<file path="src/rtl/encoder_4_2_sync_if.sv">
// Bundles the request vector and the encoded result of the 4-to-2 encoder.
// The master drives A; the slave (the encoder) returns B/valid/err.
interface encoder_4_2_sync_if;
  logic [3:0] A;
  logic [1:0] B;
  logic       valid;
  logic       err;

  modport master (output A, input B, input valid, input err);
  modport slave  (input A, output B, output valid, output err);
endinterface

</file>
<file path="src/rtl/encoder_4_2_sync.sv">
// Registered 4-to-2 encoder with fixed-priority conflict resolution and
// flags for "no request" (valid=0) and "multiple requests" (err=1).
module encoder_4_2_sync #(
  parameter bit HIGH_PRIO = 1'b1
) (
  input  logic               clk,
  input  logic               rst,
  encoder_4_2_sync_if.slave  bus
);

  logic [1:0] b_d, b_q;
  logic       valid_d, valid_q;
  logic       err_d, err_q;
  logic [3:0] req;

  assign req = bus.A;

  // The last set bit visited by the scan wins, so scan direction sets the priority.
  always_comb begin
    b_d = 2'b00;
    if (HIGH_PRIO) begin
      for (int i = 0; i < 4; i++) begin
        if (req[i]) b_d = 2'(i);
      end
    end else begin
      for (int i = 3; i >= 0; i--) begin
        if (req[i]) b_d = 2'(i);
      end
    end
    valid_d = |req;
    // Clearing the lowest set bit leaves something only if two or more were set.
    err_d   = |(req & (req - 4'd1));
  end

  always_ff @(posedge clk) begin
    if (rst) begin
      b_q     <= 2'b00;
      valid_q <= 1'b0;
      err_q   <= 1'b0;
    end else begin
      b_q     <= b_d;
      valid_q <= valid_d;
      err_q   <= err_d;
    end
  end

  assign bus.B     = b_q;
  assign bus.valid = valid_q;
  assign bus.err   = err_q;

endmodule

</file>
<file path="src/flat_wrapper.sv">
// flat-port wrapper written by rule: the top's interface ports become plain ports
module encoder_4_2_sync_flat 
#(
  parameter bit HIGH_PRIO = 1'b1
)
  (clk, rst, bus_A, bus_B, bus_valid, bus_err);
  encoder_4_2_sync_if bus_i ();
  input  logic clk;
  input  logic rst;
  input wire logic [$bits(bus_i.A)-1:0] bus_A;
  output wire logic [$bits(bus_i.B)-1:0] bus_B;
  output wire logic [$bits(bus_i.valid)-1:0] bus_valid;
  output wire logic [$bits(bus_i.err)-1:0] bus_err;
  assign bus_i.A = bus_A;
  assign bus_B = bus_i.B;
  assign bus_valid = bus_i.valid;
  assign bus_err = bus_i.err;
  encoder_4_2_sync #(.HIGH_PRIO(HIGH_PRIO)) u_core (.clk(clk), .rst(rst), .bus(bus_i));
endmodule
</file>
<file path="config.mk">
export PLATFORM = sky130hd
export DESIGN_NAME = encoder_4_2_sync_flat
export DESIGN_NICKNAME = d
export VERILOG_FILES = /design/src/rtl/encoder_4_2_sync_if.sv /design/src/rtl/encoder_4_2_sync.sv /design/src/flat_wrapper.sv
export SDC_FILE = /design/constraint.sdc
export NUM_CORES = 1
export LEC_CHECK = 0
export CORE_AREA = 2 2 39 41
export CTS_BUF_LIST = sky130_fd_sc_hd__clkbuf_8 sky130_fd_sc_hd__clkbuf_16
export DETAILED_ROUTE_END_ITERATION = 7
export DIE_AREA = 0 0 41 43
export GPL_ROUTABILITY_DRIVEN = 0
export HOLD_SLACK_MARGIN = 0.12
export SYNTH_ARGS = -nofsm -noshare
export SYNTH_HDL_FRONTEND = slang
export SYNTH_SLANG_ARGS = --single-unit
</file>
<file path="constraint.sdc">
create_clock -name clk -period 1.9 [get_ports clk]
set_clock_uncertainty 0.05 [all_clocks]
set_input_delay 0.285 -clock clk [delete_from_list [all_inputs] [get_ports clk]]
set_output_delay 0.285 -clock clk [all_outputs]
set_load 0.02 [all_outputs]
</file>
==> metrics.md, run 1 <==
| Metric | Value |
|---|---|
| Number of design-rule violations left by the first detailed-router iteration | 0 |
| GR Overflow Total | 0 |
| First-pass iteration count of the detailed router | 1 |
| Number of slew-limit violations in the final report | 0 |
| Gate power share | 0.135 |
| Leading cell types in the layout, fill and taps excluded | sky130_fd_sc_hd__clkdlybuf4s50_1 (9), sky130_fd_sc_hd__dfxtp_1 (4), sky130_fd_sc_hd__nor2_1 (3), sky130_fd_sc_hd__clkbuf_8 (3), sky130_fd_sc_hd__a21oi_1 (2) |
| Post-route worst hold slack | 0.653 ns |
| X dimension of the die | 41 µm |
| Remaining max-slew budget at the tightest pin | 0.828 |
| Via Count | 132 |
| Clock transition at the registers of the reported paths | 0.03 ns |
| Switching power summed over all nets | 59.0 µW |
| Commonest non-fill, non-tap cell in the layout | sky130_fd_sc_hd__clkdlybuf4s50_1 |
| Vias per Instance | 3.14 |
| Avg Cell Area, Syn | 10.0 µm² |
| Slowest CP cell | sky130_fd_sc_hd__clkdlybuf4s50_1 |
| Post-detailed-placement cell area | 250 µm² |
| Highest Clock Rate | 698 MHz |
| Count of nets after finishing | 34 |
| Deepest level of the CTS H-tree | 1 |
| Largest net degree at the start of global routing | 5 |
| Overall fraction of global-route tracks in use | 0.0502 |
| Status | completed |
| Maximum net fanout on the critical path | 1 |
| Routed met2 length | 127 µm |
| Aggregate routed wire length | 289 µm |
| Remaining antenna violation count | 0 |
| Setup crit end kind | output port |
| #FFs+latches synth | 4 |
| HPWL after DPL | 222 µm |
| Time the worst path needs with I/O delays and setup | 1.43 ns |
| Routed length on met3 | 26 µm |
| Finished layout cell area | 292 µm² |
| Unrepaired setup endpoints after global routing | false |
| Transition time of the tightest slew-check pin | 0.257 ns |
| Top routing layer used | met3 |
| Sort of element at the start of the critical path | flip-flop |
| Synthesized Nets | 20 |
| Worst supply voltage drop on vdd | 137 µV |
| Data arrival time of the critical path | 1.10 ns |
| P_int | 248 µW |
| Slowest cell delay on critical path | 0.59 ns |
| Gate family responsible for the most delay along the worst path | buffers and inverters |
| Static leakage | 0.112 nW |
| TritonCTS clock tree | yes |
| Area growth syn-to-layout | 108% |
| Clock power share | 0.567 |
| Clock sinks | 4 |
| Die Y | 43 µm |
| Count of buffers from port buffering | 9 |
| Placement Rows | 14 |
| Proportion of synthesized chip area in sequential cells | 0.571 |
| Setup CP Type | reg2out |
| WL/cell | 6.88 µm |
| Hold-critical path depth | 2 |
| Synthesized area | 140 µm² |
| Initial core utilization | 0.101 |
| Maximum clock path buffer count | 2 |
| Cts bufs inserted | 3 |
| Final hold violation count | 0 |
| Count of hold-fix buffers inserted at cts | 0 |
| Met1 WL | 134 µm |
| Cells after synthesis | 14 |
| Share of power burned in registers | 0.299 |
| Ys Warns | 0 |
| N_diodes | 0 |
| Root Driver | sky130_fd_sc_hd__clkbuf_8 |
| Final count of negative-setup-slack endpoints | 0 |
| Final-layout setup total negative slack | 0 ns |
| First-pass GRT wire length | 524 µm |
| Worst hold-check path type | in2reg |
| Post-CTS Resized | 0 |
| Number of global-route vias before repair | 146 |
| Number of antenna violations at the first check in global routing | 0 |
| Data required, critical path | 1.56 ns |
| Fraction of final layout cells with drive strength greater than 1 | 0.154 |
| Final period utilization | 0.754 |
| I/O pin count | 10 |
| Power Dens Cells | 1050 nW/µm² |
| Fraction of power spent switching nets | 0.192 |
| Critical path buffer and inverter count | 1 |
| Count of maximum capacitance violations | 0 |
| Logic depth of the worst setup path including buffers | 1 |
| Post-CTS Setup Repair Bufs | 0 |
| DRC viols | 0 |
| Critical path, cell by cell | clkdlybuf4s50_1 |
| Area enclosed by the die boundary | 1760 µm² |
| Core area | 1380 µm² |
| Synth cell types | 8 |
[power by group through the flow]
stage	Sequential [mW]	Clock, mW	Combinational (mW)
6_report	0.0918	0.174	0.0414
2_1_floorplan	0.101	0	0.00818
3_3_place_gp	0.0930	0	0.0415
5_1_grt	0.0921	0.185	0.0462
3_5_place_dp	0.0930	0	0.0419
4_1_cts	0.0918	0.182	0.0420
[per-layer routing]
metal	track usage	vias to the layer above
li1	-	73
met1	0.0547	50
met2	0.0563	9
met3	0	0
met4	0.100	0
met5	0	-
[cell families after synthesis]
| logic type | Yosys count | synth area share |
|---|---|---|
| flip-flops | 4 | 0.571 |
| AO/OA/AOI/OAI | 4 | 0.232 |
| AND/OR/NAND/NOR | 5 | 0.170 |
| buffers and inverters | 1 | 0.0268 |
[metrics by stage]
step	total power, mW	utilization	setup WS, ns	cells
final	0.307	0.211	0.467	42
after global routing	0.324	0.211	0.419	42
after detailed placement	0.135	0.181	0.495	39
after global placement	0.135	0.181	0.516	39
after floorplan	0.109	-	1.11	14
after CTS	0.316	0.211	0.453	42
[layout make-up]
cell class / count / area, µm²
clock buffers: 3 / 41.3
fillers: 158 / 1090
inverters: 1 / 3.75
multi-input cells: 9 / 56.3
flip-flops and latches: 4 / 80.1
well taps: 16 / 20.0
repair buffers: 9 / 90.1
[sequential cells by signal, indices dropped and copies added, names as in the netlist]
name and flops:
u_core.bus.err 1, u_core.bus.B 2, u_core.bus.valid 1
[path summary, 6_finish.rpt]
path / end / startpoint / slack, ns
max: bus_B[0] / u_core.bus.B[0] / 0.47
min: u_core.bus.B[1] / rst / 0.65
[synth_stat cells]
library cell                instances  area share
sky130_fd_sc_hd__nor2_1             3       0.080
sky130_fd_sc_hd__a21oi_1            2       0.071
sky130_fd_sc_hd__or2b_1             1       0.054
sky130_fd_sc_hd__a2111oi_2          1        0.11
sky130_fd_sc_hd__inv_1              1       0.027
sky130_fd_sc_hd__nor3_1             1       0.036
sky130_fd_sc_hd__dfxtp_1            4        0.57
sky130_fd_sc_hd__a211oi_1           1       0.054
Power figures use the tool's default switching activity.
==> run 2: changes to the inputs <==
==> constraint.sdc (replaced) <==
create_clock -name clk -period 1.37 [get_ports clk]
set_clock_uncertainty 0.05 [all_clocks]
set_input_delay 0.2055 -clock clk [delete_from_list [all_inputs] [get_ports clk]]
set_output_delay 0.2055 -clock clk [all_outputs]
set_load 0.02 [all_outputs]
==> run 2 against run 1 <==
  * Die area did not move
  * First-iteration DRC count rose by 1
  * Global-route usage fell by 0.10 points
  * Final cell count did not move
  * Utilization rose by 0.72 points
  * Setup slack got worse by 0.21 ns
  * Critical path depth rose by 2
  * Via count rose by 4.5%
  * Combinational power rose by 36%
  * Critical endpoint is now u_core.bus.err
==> metrics.md, run 2 (synthesis gave the netlist of run 1 again) <==
| Metric | Value |
|---|---|
| Maximum clock path buffer count | 2 (unchanged) |
| Die Y | 43 µm (unchanged) |
| Static leakage | 0.159 nW (+42%) |
| Number of design-rule violations left by the first detailed-router iteration | 1 (+1) |
| Critical path, cell by cell | clkdlybuf4s50_1 > nor2_1 > a2111oi_2 |
| Placement Rows | 14 (unchanged) |
| WL/cell | 7.07 µm (+2.8%) |
| Final critical-path setup slack | 0.259 ns (-0.208 ns) |
| Count of nets after finishing | 34 (unchanged) |
| Vias per Instance | 3.29 (+4.5%) |
| Max reg flops | 2 (unchanged) |
| Slowest CP cell | sky130_fd_sc_hd__clkdlybuf4s50_1 |
| Unrepaired setup endpoints after global routing | false |
| Deepest level of the CTS H-tree | 1 (unchanged) |
| Setup Slack @ Placement | 0.0331 ns (-0.462 ns) |
| Time the worst path needs with I/O delays and setup | 1.11 ns |
| Highest Clock Rate | 900 MHz |
| Final count of negative-setup-slack endpoints | 0 (unchanged) |
| Sort of element at the start of the critical path | input port |
| Cts bufs inserted | 3 (unchanged) |
| Largest net degree at the start of global routing | 5 (unchanged) |
| Initial core utilization | 0.101 (unchanged) |
| Final-layout setup total negative slack | 0 ns (unchanged) |
| Number of antenna violations at the first check in global routing | 0 (unchanged) |
| Final period utilization | 0.811 |
| Final hold violation count | 0 (unchanged) |
| Overall fraction of global-route tracks in use | 0.0492 (-0.00100) |
| Post-CTS Setup Repair Bufs | 0 (unchanged) |
| Slowest cell delay on critical path | 0.51 ns (-0.08 ns) |
| Number of global-route vias before repair | 163 (+12%) |
| First-pass GRT wire length | 517 µm (-1.3%) |
| Worst supply voltage drop on vdd | 188 µV (+37%) |
| X dimension of the die | 41 µm (unchanged) |
| Data required, critical path | 1.42 ns (-0.14 ns) |
| DRC viols | 0 (unchanged) |
| Commonest non-fill, non-tap cell in the layout | sky130_fd_sc_hd__clkdlybuf4s50_1 |
| TritonCTS clock tree | yes |
| Number of slew-limit violations in the final report | 0 (unchanged) |
| Count of buffers from port buffering | 9 (unchanged) |
| GR Overflow Total | 0 (unchanged) |
| Worst hold-check path type | in2reg |
| Post-CTS Resized | 0 (unchanged) |
| Area growth syn-to-layout | 115% |
| Status | completed |
| Number of fill cells in the layout | 151 (-4.4%) |
| Maximum net fanout on the critical path | 4 (+3) |
| Setup crit end kind | flip-flop |
| Aggregate routed wire length | 297 µm (+2.8%) |
| Clock transition at the registers of the reported paths | 0.03 ns (about the same) |
| Transition time of the tightest slew-check pin | 0.274 ns (+0.0174 ns) |
| Leading cell types in the layout, fill and taps excluded | sky130_fd_sc_hd__clkdlybuf4s50_1 (5), sky130_fd_sc_hd__dlymetal6s2s_1 (4), sky130_fd_sc_hd__dfxtp_1 (4) |
| I/O pin count | 10 (unchanged) |
| Data arrival time of the critical path | 1.16 ns (+0.06 ns) |
| Clock sinks | 4 (unchanged) |
| Setup CP Type | in2reg |
| Count of hold-fix buffers inserted at cts | 0 (unchanged) |
| Remaining max-slew budget at the tightest pin | 0.817 (-0.0109) |
| Via Count | 138 (+4.5%) |
| Count of maximum capacitance violations | 0 (unchanged) |
| Remaining antenna violation count | 0 (unchanged) |
| N_diodes | 0 (unchanged) |
| Fraction of final layout cells with drive strength greater than 1 | 0.154 (unchanged) |
| First-pass iteration count of the detailed router | 2 (+1) |
| Root Driver | sky130_fd_sc_hd__clkbuf_8 |
| Power Dens Cells | 1410 nW/µm² (+34%) |
| Core area | 1380 µm² (unchanged) |
| Area enclosed by the die boundary | 1760 µm² (unchanged) |
## run 2: cell count changes in the layout (fill, tap and decap cells not counted)
cell / before / now
sky130_fd_sc_hd__dlymetal6s2s_1: 0 / 4
sky130_fd_sc_hd__clkdlybuf4s50_1: 9 / 5
## run 2: final cells by class
class                      count  area (µm²)  share of cell area
tap                           16        20.0              0.0664
inverter                       1        3.75              0.0124
clock buffer                   3        41.3               0.137
sequential                     4        80.1               0.266
timing repair buffer           9         100               0.332
multi-input combinational      9        56.3               0.187
## run 2: final timing paths
path,from,endpoint,slack (ns),cells after the start
setup / recovery,bus_A[1],u_core.bus.err,0.26,3
hold / removal,rst,u_core.bus.B[1],0.57,2
## run 2: worst max-delay path, delay by kind of cell
kind | cells | cell delay, ns
buf+inv | 1 | 0.51
compound gates | 1 | 0.36
simple gates | 1 | 0.09
## run 2: metal layers
layer / vias to the layer above / share of wire / track usage
met2: 11 / 0.33 / 0.0594
met1: 52 / 0.47 / 0.0482
met5: - / 0 / 0
li1: 73 / - / -
met4: 0 / 0.061 / 0.100
met3: 2 / 0.13 / 0
## run 2: stage by stage
stage / area [µm²] / hold slack [ns] / instances / utilization / power [mW]
after CTS: 292 / 0.567 / 42 / 0.211 / 0.435
after detailed placement: 250 / 0.790 / 39 / 0.181 / 0.187
after global placement: 250 / 0.802 / 39 / 0.181 / 0.187
after floorplan: 140 / 0.224 / 14 / - / 0.151
final: 302 / 0.572 / 42 / 0.218 / 0.424
after global routing: 302 / 0.599 / 42 / 0.218 / 0.446
## run 2: where the power goes
group          internal (mW)  switching (mW)
combinational         0.0303          0.0259
clock                  0.187          0.0547
sequential             0.126         0.00133
==> run 3: changes to the inputs <==
==> constraint.sdc (replaced) <==
create_clock -name clk -period 1.1 [get_ports clk]
set_clock_uncertainty 0.05 [all_clocks]
set_input_delay 0.165 -clock clk [delete_from_list [all_inputs] [get_ports clk]]
set_output_delay 0.165 -clock clk [all_outputs]
set_load 0.02 [all_outputs]
==> run 3 against run 2 <==
  * Sequential power grew 24%
  * Design area grew 0.83%
  * Total power grew 25%
  * Sequential share of layout area shrank 0.22 points
  * Worst hold slack lost 0.34 ns
  * Wire length grew 2.7%
  * Global-route usage shrank 0.70 points
  * Final cell count is the same
  * First-iteration DRC count shrank 100%
==> metrics.md, run 3 (synthesis gave the netlist of run 1 again) <==
| Metric | Value |
|---|---|
| First-pass GRT wire length | 420 µm (-19%) |
| Fraction of power spent switching nets | 0.200 (+0.00654) |
| Clock power share | 0.570 (about the same) |
| WL/cell | 7.26 µm (+2.7%) |
| Deepest level of the CTS H-tree | 1 (unchanged) |
| P_int | 423 µW (+23%) |
| Worst hold endpoint | u_core.bus.B[1] |
| Count of buffers from port buffering | 9 (unchanged) |
| Static leakage | 0.141 nW (-11%) |
| Post-detailed-placement cell area | 250 µm² (unchanged) |
| Critical path buffer and inverter count | 1 (unchanged) |
| Critical path, cell by cell | clkdlybuf4s50_1 > a211oi_1 > a2111oi_4 |
| Status | completed |
| Worst hold start | bus_A[2] |
| Gate power share | 0.131 (about the same) |
| Setup CP Type | in2reg |
| Power Dens Cells | 1740 nW/µm² (+23%) |
| Maximum net fanout on the critical path | 3 (-1) |
| Maximum clock path buffer count | 2 (unchanged) |
| Data arrival time of the critical path | 1.08 ns (-0.08 ns) |
| Share of power burned in registers | 0.299 (about the same) |
| Vias per Instance | 3.17 (-3.6%) |
| Fraction of final layout cells with drive strength greater than 1 | 0.154 (unchanged) |
| Remaining max-slew budget at the tightest pin | 0.741 (-0.0760) |
| Worst supply voltage drop on vdd | 240 µV (+28%) |
| Remaining antenna violation count | 0 (unchanged) |
| Number of global-route vias before repair | 125 (-23%) |
| Final hold violation count | 0 (unchanged) |
| Highest Clock Rate | 949 MHz |
| Placement Rows | 14 (unchanged) |
| Count of maximum capacitance violations | 0 (unchanged) |
| Root Driver | sky130_fd_sc_hd__clkbuf_8 |
| Sort of element at the start of the critical path | input port |
| Clock sinks | 4 (unchanged) |
| First-pass iteration count of the detailed router | 1 (-1) |
| Initial core utilization | 0.101 (unchanged) |
| Number of antenna violations at the first check in global routing | 0 (unchanged) |
| Final-layout setup total negative slack | 0 ns (unchanged) |
| Area enclosed by the die boundary | 1760 µm² (unchanged) |
| TritonCTS clock tree | yes |
| Slowest cell delay on critical path | 0.44 ns (-0.07 ns) |
| Largest net degree at the start of global routing | 5 (unchanged) |
| DRC viols | 0 (unchanged) |
| Data required, critical path | 1.13 ns (-0.29 ns) |
| Clock transition at the registers of the reported paths | 0.03 ns (about the same) |
| Area growth syn-to-layout | 117% |
| X dimension of the die | 41 µm (unchanged) |
| Die Y | 43 µm (unchanged) |
| Via Count | 133 (-3.6%) |
| Core area | 1380 µm² (unchanged) |
| Setup Slack @ Placement | -0.204 ns (-0.237 ns) |
| Count of nets after finishing | 34 (unchanged) |
| Count of hold-fix buffers inserted at cts | 0 (unchanged) |
| Overall fraction of global-route tracks in use | 0.0422 (-0.00703) |
| Final count of negative-setup-slack endpoints | 0 (unchanged) |
| Number of slew-limit violations in the final report | 0 (unchanged) |
| Switching power summed over all nets | 105 µW (+29%) |
| Post-CTS Setup Repair Bufs | 0 (unchanged) |
| I/O pin count | 10 (unchanged) |
| Number of fill cells in the layout | 153 (+1.3%) |
| Max reg flops | 2 (unchanged) |
| Cts bufs inserted | 3 (unchanged) |
| Final period utilization | 0.958 |
| Gate family responsible for the most delay along the worst path | compound AO/OA/AOI/OAI gates |
| Hold-critical path depth | 3 (+1) |
| Time the worst path needs with I/O delays and setup | 1.05 ns |
| Worst hold-check path type | in2reg |
| Leading cell types in the layout, fill and taps excluded | sky130_fd_sc_hd__dlygate4sd2_1 (4), sky130_fd_sc_hd__dfxtp_1 (4), sky130_fd_sc_hd__nor2_1 (3), sky130_fd_sc_hd__clkbuf_8 (3), sky130_fd_sc_hd__clkdlybuf4s50_1 (3) |
| Flip-flop and latch area | 80.1 µm² (unchanged) |
| Multi-input gate area in the final layout | 68.8 µm² (+22%) |
| Slowest CP cell | sky130_fd_sc_hd__clkdlybuf4s50_1 |
| Number of design-rule violations left by the first detailed-router iteration | 0 (-1) |
| Aggregate routed wire length | 305 µm (+2.7%) |
| Final critical-path setup slack | 0.0467 ns (-0.212 ns) |
| Transition time of the tightest slew-check pin | 0.386 ns (+0.112 ns) |
| GR Overflow Total | 0 (unchanged) |
| Finished layout cell area | 304 µm² (+0.83%) |
| Setup crit end kind | flip-flop |
| N_diodes | 0 (unchanged) |
run 3: tightest hold or removal path: stages:
cell and delay [ns]:
sky130_fd_sc_hd__dlymetal6s2s_1 0.14, sky130_fd_sc_hd__nor2_1 0.07, sky130_fd_sc_hd__nor2_1 0.08
run 3: repair_timing:
item | 4_1_cts | 5_1_grt
endpoints found under the setup margin | 4 | 1
pin swaps | 0 | 1
gates resized for setup | 4 | 3
run 3: worst max path at each step:
stage	endpoint	start	slack, ns	cells after the start
final	u_core.bus.err	bus_A[0]	0.05	3
after global routing	u_core.bus.err	bus_A[0]	-0.02	3
after CTS	u_core.bus.err	bus_A[1]	0.02	3
after detailed placement	u_core.bus.err	bus_A[1]	-0.20	3
after global placement	u_core.bus.err	bus_A[1]	-0.18	3
after floorplan	u_core.bus.err	bus_A[1]	0.43	2
run 3: per-layer routing:
metal,global-route usage,vias to the layer above,share of wire
met5,0,-,0
met4,0.100,0,0
met3,0.00524,0,0.12
met2,0.0500,9,0.43
met1,0.0322,50,0.44
li1,-,74,-
run 3: power by group through the flow:
stage	combinational (mW)	clock (mW)	sequential [mW]
after floorplan	0.0141	0	0.174
after global placement	0.0717	0	0.161
after detailed placement	0.0721	0	0.161
after CTS	0.0651	0.315	0.158
after global routing	0.0766	0.320	0.159
final	0.0693	0.301	0.158
run 3: area by class of cell:
| type | count | share of cell area |
|---|---|---|
| multi-input combinational | 9 | 0.226 |
| sequential | 4 | 0.263 |
| clock buffer | 3 | 0.136 |
| inverter | 1 | 0.0123 |
| timing repair buffer | 9 | 0.296 |
| tap | 16 | 0.0658 |
run 3: per-stage QoR:
stage | hold slack (ns) | utilization | power, mW | std cells
finish | 0.231 | 0.220 | 0.529 | 42
floorplan | 0.184 | - | 0.188 | 14
CTS | 0.527 | 0.207 | 0.538 | 42
global placement | 0.761 | 0.181 | 0.232 | 39
detailed placement | 0.752 | 0.181 | 0.233 | 39
global route | 0.292 | 0.220 | 0.555 | 42
